--- src/rtl/flappy_game_ctrl_pkg.sv ---
// Shared geometry, motion constants and state encoding for the flappy game sequencer.
// The colour stage imports this package so both blocks agree on sprite geometry.
package flappy_game_ctrl_pkg;

  typedef logic [10:0]        coord_t;
  typedef logic signed [5:0]  vel_t;

  localparam coord_t X_BIRD       = 11'd80;
  localparam coord_t BIRD_W       = 11'd30;
  localparam coord_t BIRD_H       = 11'd40;
  localparam coord_t PIPE_W       = 11'd30;
  localparam coord_t PIPE_GAP     = 11'd140;
  localparam coord_t SCREEN_W     = 11'd640;
  localparam coord_t SCREEN_H     = 11'd480;
  localparam coord_t PIPE_SPACING = 11'd340;
  localparam coord_t PIPE_SPEED   = 11'd2;
  localparam coord_t BIRD_Y0      = 11'd240;
  localparam coord_t Y_MIN        = 11'd180;
  localparam coord_t Y_PIPE_START = 11'd300;

  localparam coord_t X_PIPE0_START = SCREEN_W + PIPE_W;
  localparam coord_t X_PIPE1_START = SCREEN_W + PIPE_W + PIPE_SPACING;
  localparam coord_t PIPE_WRAP_ADD = coord_t'(2 * PIPE_SPACING - PIPE_SPEED);

  localparam vel_t GRAVITY  = 6'sd1;
  localparam vel_t FLAP_VEL = 6'sd8;
  localparam vel_t VMAX     = 6'sd10;

  localparam logic [15:0] LFSR_SEED = 16'hACE1;

  typedef enum logic [1:0] {
    IDLE = 2'd0,
    PLAY = 2'd1,
    DEAD = 2'd2
  } gameState_t;

  // Gap test rearranged as additions so nothing underflows near the top of the screen.
  function automatic logic pipeHit(coord_t xPipe, coord_t yPipe, coord_t yBird);
    return (X_BIRD + BIRD_W + PIPE_W > xPipe) && (xPipe > X_BIRD) &&
           ((yBird + PIPE_GAP < yPipe + BIRD_H) || (yBird > yPipe));
  endfunction

endpackage

--- src/rtl/flappy_game_ctrl_lfsr16.sv ---
// Free-running 16-bit Fibonacci LFSR (taps 16,14,13,11) used to pick new pipe heights.
module lfsr16 #(
  parameter logic [15:0] SEED = 16'hACE1
) (
  input  logic        clk,
  input  logic        rst_n,
  output logic [15:0] q
);

  always_ff @(posedge clk or negedge rst_n) begin
    if (!rst_n) q <= SEED;
    else        q <= {q[14:0], q[15] ^ q[13] ^ q[12] ^ q[10]};
  end

endmodule

--- src/rtl/flappy_game_ctrl.sv ---
// Per-frame game sequencer: bird physics, pipe scrolling/recycling, collisions and score.
module flappy_game_ctrl
  import flappy_game_ctrl_pkg::*;
(
  input  logic        clk,
  input  logic        rst_n,
  input  logic        frame_tick,
  input  logic        flap,
  output logic [31:0] xPipe0,
  output logic [31:0] xPipe1,
  output logic [31:0] yPipe0,
  output logic [31:0] yPipe1,
  output logic [31:0] yBird,
  output logic [15:0] score,
  output logic [1:0]  state
);

  gameState_t  stateReg;
  coord_t      yBirdReg;
  vel_t        velReg;
  coord_t      xPipeReg [2];
  coord_t      yPipeReg [2];
  logic [15:0] scoreReg;
  logic        flapPrev;
  logic        flapPend;
  logic [15:0] lfsrQ;

  lfsr16 #(.SEED(LFSR_SEED)) uLfsr (
    .clk   (clk),
    .rst_n (rst_n),
    .q     (lfsrQ)
  );

  // An edge arriving on the tick clock still counts for that tick.
  logic flapTake;
  assign flapTake = flapPend | (flap & ~flapPrev);

  coord_t     xPipeNext [2];
  coord_t     yPipeNext [2];
  logic [1:0] passed;
  logic [1:0] hit;

  generate
    for (genvar gi = 0; gi < 2; gi++) begin : gPipe
      logic wrap;
      assign wrap          = xPipeReg[gi] <= PIPE_SPEED;
      assign xPipeNext[gi] = wrap ? xPipeReg[gi] + PIPE_WRAP_ADD : xPipeReg[gi] - PIPE_SPEED;
      assign yPipeNext[gi] = wrap ? Y_MIN + {3'b000, lfsrQ[8*gi +: 8]} : yPipeReg[gi];
      assign passed[gi]    = (xPipeReg[gi] >= X_BIRD) && (xPipeNext[gi] < X_BIRD);
      assign hit[gi]       = pipeHit(xPipeReg[gi], yPipeReg[gi], yBirdReg);
    end
  endgenerate

  logic crash;
  assign crash = (stateReg == PLAY) && ((yBirdReg >= SCREEN_H) || (|hit));

  vel_t        velInc;
  vel_t        velNext;
  vel_t        velFinal;
  coord_t      ySum;
  coord_t      yFinal;
  logic [16:0] scoreSum;
  logic [15:0] scoreNext;

  always_comb begin
    velInc   = velReg + GRAVITY;
    velNext  = flapTake ? -FLAP_VEL : ((velInc > VMAX) ? VMAX : velInc);
    ySum     = yBirdReg + {{5{velNext[5]}}, velNext};
    velFinal = velNext;
    yFinal   = ySum;
    if ($signed(ySum) < $signed(BIRD_H)) begin
      yFinal   = BIRD_H;
      velFinal = '0;
    end else if ($signed(ySum) >= $signed(SCREEN_H)) begin
      yFinal = SCREEN_H;
    end
    // A new game starts counting from zero on its first frame.
    scoreSum  = {1'b0, (stateReg == PLAY) ? scoreReg : 16'd0} + 17'(passed[0]) + 17'(passed[1]);
    scoreNext = scoreSum[16] ? 16'hFFFF : scoreSum[15:0];
  end

  logic doAdvance;
  logic doRestart;
  assign doAdvance = frame_tick && (((stateReg == PLAY) && !crash) || ((stateReg == IDLE) && flapTake));
  assign doRestart = frame_tick && (stateReg == DEAD) && flapTake;

  always_ff @(posedge clk or negedge rst_n) begin
    if (!rst_n) begin
      stateReg    <= IDLE;
      yBirdReg    <= BIRD_Y0;
      velReg      <= '0;
      xPipeReg[0] <= X_PIPE0_START;
      xPipeReg[1] <= X_PIPE1_START;
      yPipeReg[0] <= Y_PIPE_START;
      yPipeReg[1] <= Y_PIPE_START;
      scoreReg    <= '0;
      flapPrev    <= 1'b0;
      flapPend    <= 1'b0;
    end else begin
      flapPrev <= flap;
      flapPend <= frame_tick ? 1'b0 : flapTake;
      if (crash) begin
        stateReg <= DEAD;
      end else if (doAdvance) begin
        stateReg <= PLAY;
        yBirdReg <= yFinal;
        velReg   <= velFinal;
        scoreReg <= scoreNext;
        for (int i = 0; i < 2; i++) begin
          xPipeReg[i] <= xPipeNext[i];
          yPipeReg[i] <= yPipeNext[i];
        end
      end else if (doRestart) begin
        stateReg    <= IDLE;
        yBirdReg    <= BIRD_Y0;
        velReg      <= '0;
        xPipeReg[0] <= X_PIPE0_START;
        xPipeReg[1] <= X_PIPE1_START;
        yPipeReg[0] <= Y_PIPE_START;
        yPipeReg[1] <= Y_PIPE_START;
      end
    end
  end

  assign xPipe0 = {21'd0, xPipeReg[0]};
  assign xPipe1 = {21'd0, xPipeReg[1]};
  assign yPipe0 = {21'd0, yPipeReg[0]};
  assign yPipe1 = {21'd0, yPipeReg[1]};
  assign yBird  = {21'd0, yBirdReg};
  assign score  = scoreReg;
  assign state  = stateReg;

endmodule

--- config.mk ---
export PLATFORM = sky130hd
export DESIGN_NAME = flappy_game_ctrl
export DESIGN_NICKNAME = d
export VERILOG_FILES = /design/src/rtl/flappy_game_ctrl_pkg.sv /design/src/rtl/flappy_game_ctrl_lfsr16.sv /design/src/rtl/flappy_game_ctrl.sv
export SDC_FILE = /design/constraint.sdc
export NUM_CORES = 1
export LEC_CHECK = 0
export ABC_AREA = 1
export CAP_MARGIN = 25
export CORE_AREA = 3 3 156 158
export CTS_CLUSTER_SIZE = 40
export DETAILED_ROUTE_END_ITERATION = 10
export DIE_AREA = 0 0 159 161
export PLACE_DENSITY_LB_ADDON = 0.25
export SETUP_SLACK_MARGIN = 0.3
export SLEW_MARGIN = 20
export SYNTH_ARGS = -nofsm -noshare
export SYNTH_HDL_FRONTEND = slang
export SYNTH_SLANG_ARGS = --single-unit
--- constraint.sdc ---
create_clock -name clk -period 10 [get_ports clk]
set_input_delay 2 -clock clk [delete_from_list [all_inputs] [get_ports clk]]
set_output_delay 2 -clock clk [all_outputs]
set_load 0.05 [all_outputs]
Yosys cells after proc, flatten, opt, wreduce, memory -nomap -nowiden
Cells that the tools add are included.
{"block": "classes", "order_cmp": 18, "add_sub_neg": 13, "muxes": 23, "n_eq_ne": 4, "reduce_logical": 25, "n_bitwise": 7}
{"op": "$mux W11", "count": 8}
{"op": "$mux W22", "count": 4}
{"op": "$lt A11 B7 Y1 const B", "count": 3}
{"op": "$mux W16", "count": 2}
{"op": "$mux W6", "count": 5}
{"op": "$add A11 B10 Y11 const B", "count": 2}
{"op": "$add A11 B6 Y11 const B", "count": 2}
{"op": "$ge A11 B7 Y1 const B", "count": 2}
{"op": "$gt A11 B11 Y1", "count": 2}
{"op": "$gt A11 B7 Y1 const B", "count": 2}
{"op": "$gt A8 B11 Y1 const A", "count": 2}
{"op": "$le A11 B2 Y1 const B", "count": 2}
{"op": "$lt A11 B11 Y1", "count": 2}
{"op": "$sub A11 B2 Y11 const B", "count": 2}
{"op": "$add A8 B8 Y9 const A", "count": 2}
{"op": "$add A16 B1 Y17", "count": 1}
{"op": "$add A17 B1 Y17", "count": 1}
{"op": "$logic_and A1 B1 Y1", "count": 12}
{"op": "$add A11 B11 Y11", "count": 1}
{"op": "$add A11 B8 Y11 const B", "count": 1}
{"op": "$ge A11 B10 Y1 const B", "count": 1}
{"op": "$ge A11 B9 Y1 const B", "count": 1}
{"op": "$add A6 B2 Y6 const B", "count": 1}
{"op": "$gt A6 B5 Y1 const B", "count": 1}
{"op": "17 further kinds", "count": 28}
{"block": "word_totals", "reg_bits": 97, "wordCells": 101, "in_bits": 4, "out_inout_bits": 178}

Longest topological paths before layout
Gate-level depths: netlist of run 1.
{"block": "depth", "word_depth": 13, "depth_mapped": 28, "depth_no_buf": 28}

Modules after synthesis
Synthesis of run 1 repeated with hierarchy kept, for this count alone.
{"block": "hier_totals", "hier_cells": 986, "hier_area_um2": 7677.4}
{"mod": "flappy_game_ctrl", "instances": 1, "area_per_inst_um2": 7195.7, "seq_area_each_um2": 1908.1, "cells_per_inst": 953}
{"mod": "lfsr16", "instances": 1, "area_per_inst_um2": 481.7, "seq_area_each_um2": 410.4, "cells_per_inst": 33}

Worst setup path after synthesis of run 1
No wires, ideal clock.
{"block": "synth_timing", "path_kind": "input -> register", "from": "input flap", "to": "register yBirdReg[3]", "setup_ns": 0.118, "arrival_time_ns": 4.401, "setup_slack_ns": 5.481, "required_ns": 9.882, "path_stages": 15, "path_buffers": 1, "cell_sequence": "a21oi_1 -> buf_4 -> nand2_1 -> ha_1 -> a21oi_1 -> nor2_1 -> a211oi_1 -> a21oi_2 -> nor2_4 -> xor2_4 -> nand2_1 -> nand2_1 -> nand2_1 -> nand2_1 -> nand2_1"}
{"block": "synth_via", "elab_chain_len": 8, "word_cells_on_any_way": 15, "classes_between": "add/sub (1); order compare (2); mux (4); bitwise (2); reduce/logical (6)"}
{"element": "from (decl)", "line_no": "flappy_game_ctrl.sv:8", "source": "input logic flap,"}
{"element": "$and A1 B1 Y1 *", "line_no": "flappy_game_ctrl.sv:36", "source": "assign flapTake = flapPend | (flap & ~flapPrev);"}
{"element": "$or A1 B1 Y1 *", "line_no": "flappy_game_ctrl.sv:36"}
{"element": "$mux W6", "line_no": "flappy_game_ctrl.sv:67", "source": "velNext = flapTake ? -FLAP_VEL : ((velInc > VMAX) ? VMAX : velInc);"}
{"element": "$add A11 B11 Y11", "line_no": "flappy_game_ctrl.sv:68", "source": "ySum = yBirdReg + {{5{velNext[5]}}, velNext};"}
{"element": "$ge A11 B10 Y1", "line_no": "flappy_game_ctrl.sv:74", "source": "end else if ($signed(ySum) >= $signed(SCREEN_H)) begin"}
{"element": "$mux W11", "line_no": "flappy_game_ctrl.sv:74"}
{"element": "$mux W11", "line_no": "flappy_game_ctrl.sv:71", "source": "if ($signed(ySum) < $signed(BIRD_H)) begin"}
{"element": "$mux W11", "line_no": "flappy_game_ctrl.sv:104", "source": "end else if (doAdvance) begin"}
{"element": "to (signal assigned)", "line_no": "flappy_game_ctrl.sv:106", "source": "yBirdReg <= yFinal;"}
{"element": "to (decl)", "line_no": "flappy_game_ctrl.sv:19", "source": "coord_t yBirdReg;"}
Every way passes the cells marked *; elsewhere a longest branch is shown, timed or not.
A chain may end at the register's enable or synchronous reset.

Final worst setup path of run 1
Ends and elaborated chain as after synthesis.

==> results of run 1 <==
state kept, by name, summed over array words and instances, names as in the netlist:
register,cells
score,16
velReg,6
flapPrev,1
xPipe1,10
flapPend,1
yBirdReg,11
yPipe1,9
uLfsr.q,16
state,2
yPipe0,9
xPipe0,10
critical path, delay by kind of cell:
kind                       cells  cell delay, ns
buffers and inverters          1            0.42
AOI/OAI and AO/OA              4            1.57
xor gates and xnor gates       1            0.23
and+or+nand+nor                8            1.07
adders and majority gates      1            0.46
where the power goes:
group / total [µW] / internal, µW / switching [µW]
Combinational: 102 / 1.76 / 100
Sequential: 369 / 369 / 0.104
Clock: 360 / 203 / 156
cell type report:
cell class / count / area share
Multi-Input combinational cell: 716 / 0.492
Inverter: 122 / 0.0553
Sequential cell: 91 / 0.280
Clock buffer: 10 / 0.0289
Timing Repair Buffer: 73 / 0.0871
Tap cell: 319 / 0.0482
Clock inverter: 6 / 0.00862
routing by layer:
metal | vias to the layer above | part of all wire | track usage
met3 | 12 | 0.037 | 0.0239
met5 | - | 0 | 0
li1 | 2986 | - | -
met4 | 0 | 0.0081 | 0.0283
met2 | 134 | 0.47 | 0.232
met1 | 2746 | 0.49 | 0.182
cells in the final DEF, fill, tap and decap left out, drive strengths merged, types with 2 or more instances in the layout:
cell | synthesis | layout
buf | 119 | 4
o21bai | 2 | 2
nor4 | 6 | 6
xnor2 | 9 | 9
xor2 | 38 | 38
dfrtp | 58 | 58
a22oi | 6 | 6
nor3 | 12 | 12
o31ai | 2 | 2
o22ai | 3 | 3
a21oi | 50 | 50
dfstp | 33 | 33
clkbuf | 4 | 10
clkdlybuf4s50 | 0 | 69
or2 | 7 | 7
or3 | 3 | 3
o21ai | 72 | 72
conb | 1 | 111
a211oi | 3 | 3
clkinvlp | 0 | 2
nand3b | 2 | 2
o211ai | 3 | 3
nor2 | 89 | 89
nand4 | 22 | 22
nand3 | 49 | 49
ha | 59 | 59
nand2 | 153 | 153
o21a | 4 | 4
inv | 121 | 124
path summary, 6_finish.rpt:
check                           start           to  slack (ns)  depth (start not counted)
min in group asynchronous       rst_n   uLfsr.q[3]        1.57                          1
min                        uLfsr.q[9]  uLfsr.q[10]        0.38                          0
max in group asynchronous       rst_n    velReg[1]        7.29                          2
min reg2reg                uLfsr.q[9]  uLfsr.q[10]        0.38                          0
max                              flap  yBirdReg[3]        4.47                         15
max reg2reg                 xPipe1[2]    score[11]        4.58                         23
kinds of logic after synthesis:
family,synth area share
buffers and inverters,0.185
adders and majority gates,0.103
DFF,0.316
other,0.000512
AOI/OAI and AO/OA,0.117
and+or+nand+nor,0.220
xor gates and xnor gates,0.0587
through the flow:
| stage | area [µm²] | instances | worst slack (ns) | hold slack (ns) | total power (µW) |
|---|---|---|---|---|---|
| final | 8280 | 1337 | 4.47 | 0.375 | 831 |
| after global routing | 8280 | 1337 | 3.88 | 0.381 | 863 |
| after CTS | 8280 | 1337 | 4.47 | 0.372 | 843 |
| after detailed placement | 7970 | 1321 | 4.12 | 0.362 | 478 |
| after global placement | 7970 | 1321 | 4.21 | 0.358 | 477 |
| after floorplan | 7740 | 1052 | 5.48 | 0.354 | 502 |
==> Implementation_results.wiki, run 1 <==
{| class="wikitable"
! Metric !! Value
|-
| Initial core utilization || 0.315
|-
| Maximum level of the CTS H-tree || 3
|-
| Headroom to the max-slew limit || 0.409
|-
| Number of buffers inserted for hold repair after clock tree synthesis || 0
|-
| Async set or reset register ratio after synthesis || 1.00
|-
| RSZ-0062 raised after global routing || no
|-
| Max-slew violations || 0
|-
| #FFs+latches synth || 91
|-
| Wire length per cell after detailed routing || 13.3 µm
|-
| Kind of launch point of the worst setup path || input pin
|-
| Die Span Y || 161 µm
|-
| Fraction of the yosys area taken by sequential cells || 0.316
|-
| Mean instance size in the synthesized netlist || 7.78 µm²
|-
| Area fraction of the dominant cell type after synthesis || 0.198
|-
| Share of the clock period used by the worst path || 0.553
|-
| FF/Latch Area || 2320 µm²
|-
| Maximum root-to-sink buffer count || 2
|-
| Most common cell in the netlist || sky130_fd_sc_hd__nand2_1
|-
| Max-cap violations || 0
|-
| Post-layout nets || 1077
|-
| Worst Max-Slew Pin Slew || 0.886 ns
|-
| Max stage delay on crit path || 0.72 ns
|-
| Main synth FF type || sky130_fd_sc_hd__dfrtp_1
|-
| Total iterations of the first detailed-routing run || 4
|-
| Critical setup path kind || input pin to flop
|-
| Remaining Overflow, GRT || 0
|-
| First-pass GRT wire length || 28.6 mm
|-
| Antenna violations before repair || 0
|-
| Crit-path slowest cell || sky130_fd_sc_hd__a21oi_1
|-
| Most common cell on crit path || sky130_fd_sc_hd__nand2_1
|-
| Biggest area consumer among synthesized cells || sky130_fd_sc_hd__dfrtp_1
|-
| Die width || about 160 µm
|-
| Cell area after synthesis || roughly 7300 µm²
|-
| Accumulated negative setup slack || 0 ns
|-
| Area growth from synthesis to layout || 12.9%
|-
| Synth cell types || 55
|-
| Fraction of final layout cells with drive strength greater than 1 || 0.0923
|-
| Critical Path AT || around 5.8 ns
|-
| Total core area || 23300 µm²
|-
| Synth top cells by count || sky130_fd_sc_hd__nand2_1, sky130_fd_sc_hd__inv_1, sky130_fd_sc_hd__buf_4, sky130_fd_sc_hd__nor2_1, sky130_fd_sc_hd__ha_1
|-
| Number of hold violations in the final report || 0
|-
| Global placer's final weighted congestion || 0.845
|-
| Area of the multi-input gates || 4070 µm²
|-
| Clock Pin Slew Worst Setup and Hold Paths || 0.07 ns
|-
| Time the worst path needs with I/O delays and setup || 5.53 ns
|-
| Number of synthesized flops with an enable pin || 0
|-
| Number of DRC violations after detailed-routing iteration 0 || 233
|-
| Hpwl dp || about 14 mm
|-
| TritonCTS buffer count || 9
|-
| Maximum VDD drop || 0.0817 mV
|-
| Total detailed-routing wirelength || approximately 18 mm
|-
| Number of fill cells in the layout || approximately 2500
|-
| Full die area || 25600 µm²
|-
| Number of ports placed on the die boundary || 182
|-
| Highest attainable clock frequency || 181 MHz
|-
| Kind of end point of the critical path || flop
|-
| Standard-cell row count || 56
|-
| Number of vias per cell after detailed routing || approximately 4.4
|-
| Leakage power figure || 0.00415 µW
|-
| Final ANT Viol Nets || 0
|-
| Data required time of the worst path || about 10 ns
|-
| Quantity of I/O buffers inserted on ports || 70
|-
| Largest net degree at the start of global routing || 63
|-
| Vias || 5878
|-
| Vias in the first global route || 5668
|-
| Count of antenna diodes in the layout || 0
|-
| Clock tree sinks || 91
|-
| Pwr dens || 100 nW/µm²
|-
| Hold Crit Class || flop to flop
|-
| Status || completed
|-
| # DRC || 0
|-
| Number of cells upsized or downsized after cts || 0
|-
| Core utilization of the finished layout || 0.356
|-
| Yosys warning count || 0
|-
| Final setup skew || 0.0119 ns
|-
| Post-CTS Repair Setup Buffers || 0
|-
| CTS tree || done
|-
| Root buffer cell || sky130_fd_sc_hd__clkbuf_16
|-
| Mapped Cells || 942
|-
| Worst-path maximum fanout || 12
|-
| Leading post-synthesis cells by cell area || sky130_fd_sc_hd__dfrtp_1, sky130_fd_sc_hd__dfstp_2, sky130_fd_sc_hd__buf_4, sky130_fd_sc_hd__ha_1, sky130_fd_sc_hd__nand2_1
|-
| Worst-Skew Late Latency || 0.35 ns
|-
| Overall Global Routing Usage || 0.136
|-
| Cell-by-cell listing of the critical path || clkdlybuf4s50_1, a21oi_1, nand2_1, ha_1, a21oi_1, nor2_1, a211oi_1, a21oi_2, nor2_4, xor2_4, nand2_1, nand2_1, nand2_1, nand2_1, nand2_1
|-
| Final-report setup violation count || 0
|}
(Power assumes the default switching activity.)
==> inputs of run 2 (changes only) <==
==> constraint.sdc (replaced) <==
create_clock -name clk -period 4.6 [get_ports clk]
set_input_delay 0.92 -clock clk [delete_from_list [all_inputs] [get_ports clk]]
set_output_delay 0.92 -clock clk [all_outputs]
set_load 0.05 [all_outputs]
==> Implementation_results.wiki, run 2 (same netlist as run 1, synthesis figures left out) <==
{| class="wikitable"
! Metric !! Value
|-
| Status || completed
|-
| Maximum VDD drop || 0.163 mV
|-
| Count of antenna diodes in the layout || 0
|-
| Full die area || 25600 µm²
|-
| Overall Global Routing Usage || 0.141
|-
| Post-layout nets || ~1100
|-
| Headroom to the max-slew limit || 0.460
|-
| Clock tree sinks || 91
|-
| Antenna violations before repair || 0
|-
| Area of the multi-input gates || roughly 4300 µm²
|-
| Leakage power figure || between 0.004 and 0.005 µW
|-
| Final-report setup violation count || 0
|-
| Data required time of the worst path || just under 5 ns
|-
| Share of the clock period used by the worst path || 0.945
|-
| Area growth from synthesis to layout || 18.4%
|-
| Critical Path AT || 4.62 ns
|-
| Maximum root-to-sink buffer count || 2
|-
| Number of vias per cell after detailed routing || 4.44
|-
| Accumulated negative setup slack || 0 ns
|-
| Quantity of I/O buffers inserted on ports || 70
|-
| Max-slew violations || 0
|-
| Die Span Y || 161 µm
|-
| Hold Crit Class || flop to flop
|-
| Final setup skew || 0.0111 ns
|-
| Total iterations of the first detailed-routing run || 5
|-
| Final Worst Setup Slack || 0.251 ns
|-
| CTS tree || done
|-
| Commonest non-fill, non-tap cell in the layout || sky130_fd_sc_hd__nand2_1
|-
| Pre-CTS setup slack || 0.0453 ns
|-
| Kind of launch point of the worst setup path || flop
|-
| Commonest cells after routing, fill and taps aside || sky130_fd_sc_hd__nand2_1, sky130_fd_sc_hd__inv_1, sky130_fd_sc_hd__conb_1, sky130_fd_sc_hd__nor2_1, sky130_fd_sc_hd__clkdlybuf4s50_1
|-
| Root buffer cell || sky130_fd_sc_hd__clkbuf_16
|-
| Number of ports placed on the die boundary || ~180
|-
| Worst-Skew Late Latency || 0.35 ns
|-
| Core utilization of the finished layout || 0.373
|-
| RSZ-0062 raised after global routing || yes
|-
| Maximum level of the CTS H-tree || 3
|-
| Final-layout worst hold slack || 0.375 ns
|-
| Initial core utilization || 0.315
|-
| Hpwl dp || 13.9 mm
|-
| Wire length per cell after detailed routing || between 10 and 15 µm
|-
| Pwr dens || 209 nW/µm²
|-
| Number of fill cells in the layout || 2430
|-
| Worst Max-Slew Pin Slew || 0.810 ns
|-
| Number of DRC violations after detailed-routing iteration 0 || 333
|-
| Remaining Overflow, GRT || 0
|-
| Total core area || 23300 µm²
|-
| FF/Latch Area || about 2300 µm²
|-
| Number of hold violations in the final report || 0
|-
| Final ANT Viol Nets || 0
|-
| # DRC || 0
|-
| Kind of end point of the critical path || flop
|-
| Critical setup path kind || flop to flop
|-
| Max-cap violations || 0
|-
| Global placer's final weighted congestion || 0.849
|-
| Largest net degree at the start of global routing || 64
|-
| Standard-cell row count || 56
|-
| TritonCTS buffer count || 9
|-
| Clock Pin Slew Worst Setup and Hold Paths || 0.07 ns
|-
| Die width || 159 µm
|-
| Highest attainable clock frequency || 230 MHz
|-
| Time the worst path needs with I/O delays and setup || 4.35 ns
|-
| Total detailed-routing wirelength || 18.4 mm
|-
| Vias in the first global route || 5664
|-
| Number of buffers inserted for hold repair after clock tree synthesis || 0
|-
| First-pass GRT wire length || 29.5 mm
|-
| Vias || 6050
|-
| Fraction of final layout cells with drive strength greater than 1 || 0.143
|-
| Worst-path maximum fanout || 7
|}
[run 2: per-stage QoR]
step	total power, µW	instance area (µm²)	instances
CTS	1840	8410	1347
finish	1820	8680	1362
global placement	1040	8070	1330
floorplan	1090	7780	1052
global route	1890	8680	1362
detailed placement	1040	8070	1330
[run 2: what timing repair did]
item | in CTS | in global routing
resized for setup | 5 | 52
pin swaps | 2 | 18
cloned | 0 | 0
endpoints found under the setup margin | 14 | 16
buffers inserted | 1 | 15
[run 2: routing by layer]
metal	global-route usage	wire (µm)	share of wire	vias to the layer above
met3	0.0254	892	0.049	11
li1	-	-	-	3050
met4	0.0318	166	0.0090	0
met1	0.195	8740	0.48	2842
met2	0.229	8580	0.47	147
met5	0	0	0	-
[run 2: layout make-up]
type / instances / area share
sequential: 91 / 0.268
clock inverter: 4 / 0.00649
inverter: 122 / 0.0531
clock buffer: 12 / 0.0296
multi-input combinational: 716 / 0.491
tap: 319 / 0.0460
timing repair buffer: 98 / 0.106
[run 2: final timing paths]
kind | depth (start not counted) | start | endpoint | slack [ns]
hold reg to reg | 0 | uLfsr.q[8] | uLfsr.q[9] | 0.37
max in group asynchronous | 2 | rst_n | xPipe0[3] | 3.00
hold / removal | 0 | uLfsr.q[8] | uLfsr.q[9] | 0.37
min in group asynchronous | 1 | rst_n | xPipe1[3] | 0.67
setup reg to reg | 24 | xPipe0[1] | score[6] | 0.25
setup / recovery | 24 | xPipe0[1] | score[6] | 0.25
[run 2: power by group]
group / switching [µW] / internal [µW] / total, µW
combinational: 218 / 4.60 / 223
clock: 334 / 457 / 791
sequential: 0.254 / 802 / 802
total: 553 / 1260 / 1820
[run 2: worst max-delay path, stage by stage (launching register included)]
cell and delay (ns):
sky130_fd_sc_hd__dfstp_4 0.63, sky130_fd_sc_hd__inv_4 0.04, sky130_fd_sc_hd__ha_4 0.16, sky130_fd_sc_hd__nand2_4 0.07
sky130_fd_sc_hd__nor2_4 0.04, sky130_fd_sc_hd__nand3_2 0.08, sky130_fd_sc_hd__nand2_2 0.05, sky130_fd_sc_hd__or4_4 0.51
sky130_fd_sc_hd__nor3_4 0.20, sky130_fd_sc_hd__xor2_1 0.21, sky130_fd_sc_hd__nand4_1 0.14, sky130_fd_sc_hd__a21oi_2 0.17
sky130_fd_sc_hd__fa_2 0.26, sky130_fd_sc_hd__ha_4 0.16, sky130_fd_sc_hd__nand2_4 0.06, sky130_fd_sc_hd__nor2_4 0.12
sky130_fd_sc_hd__nand3_2 0.10, sky130_fd_sc_hd__nor4_4 0.28, sky130_fd_sc_hd__nand3_2 0.16, sky130_fd_sc_hd__nor3_4 0.24
sky130_fd_sc_hd__nand3_2 0.14, sky130_fd_sc_hd__nor2_4 0.13, sky130_fd_sc_hd__buf_6 0.15, sky130_fd_sc_hd__o21ai_1 0.07
sky130_fd_sc_hd__o21ai_1 0.09
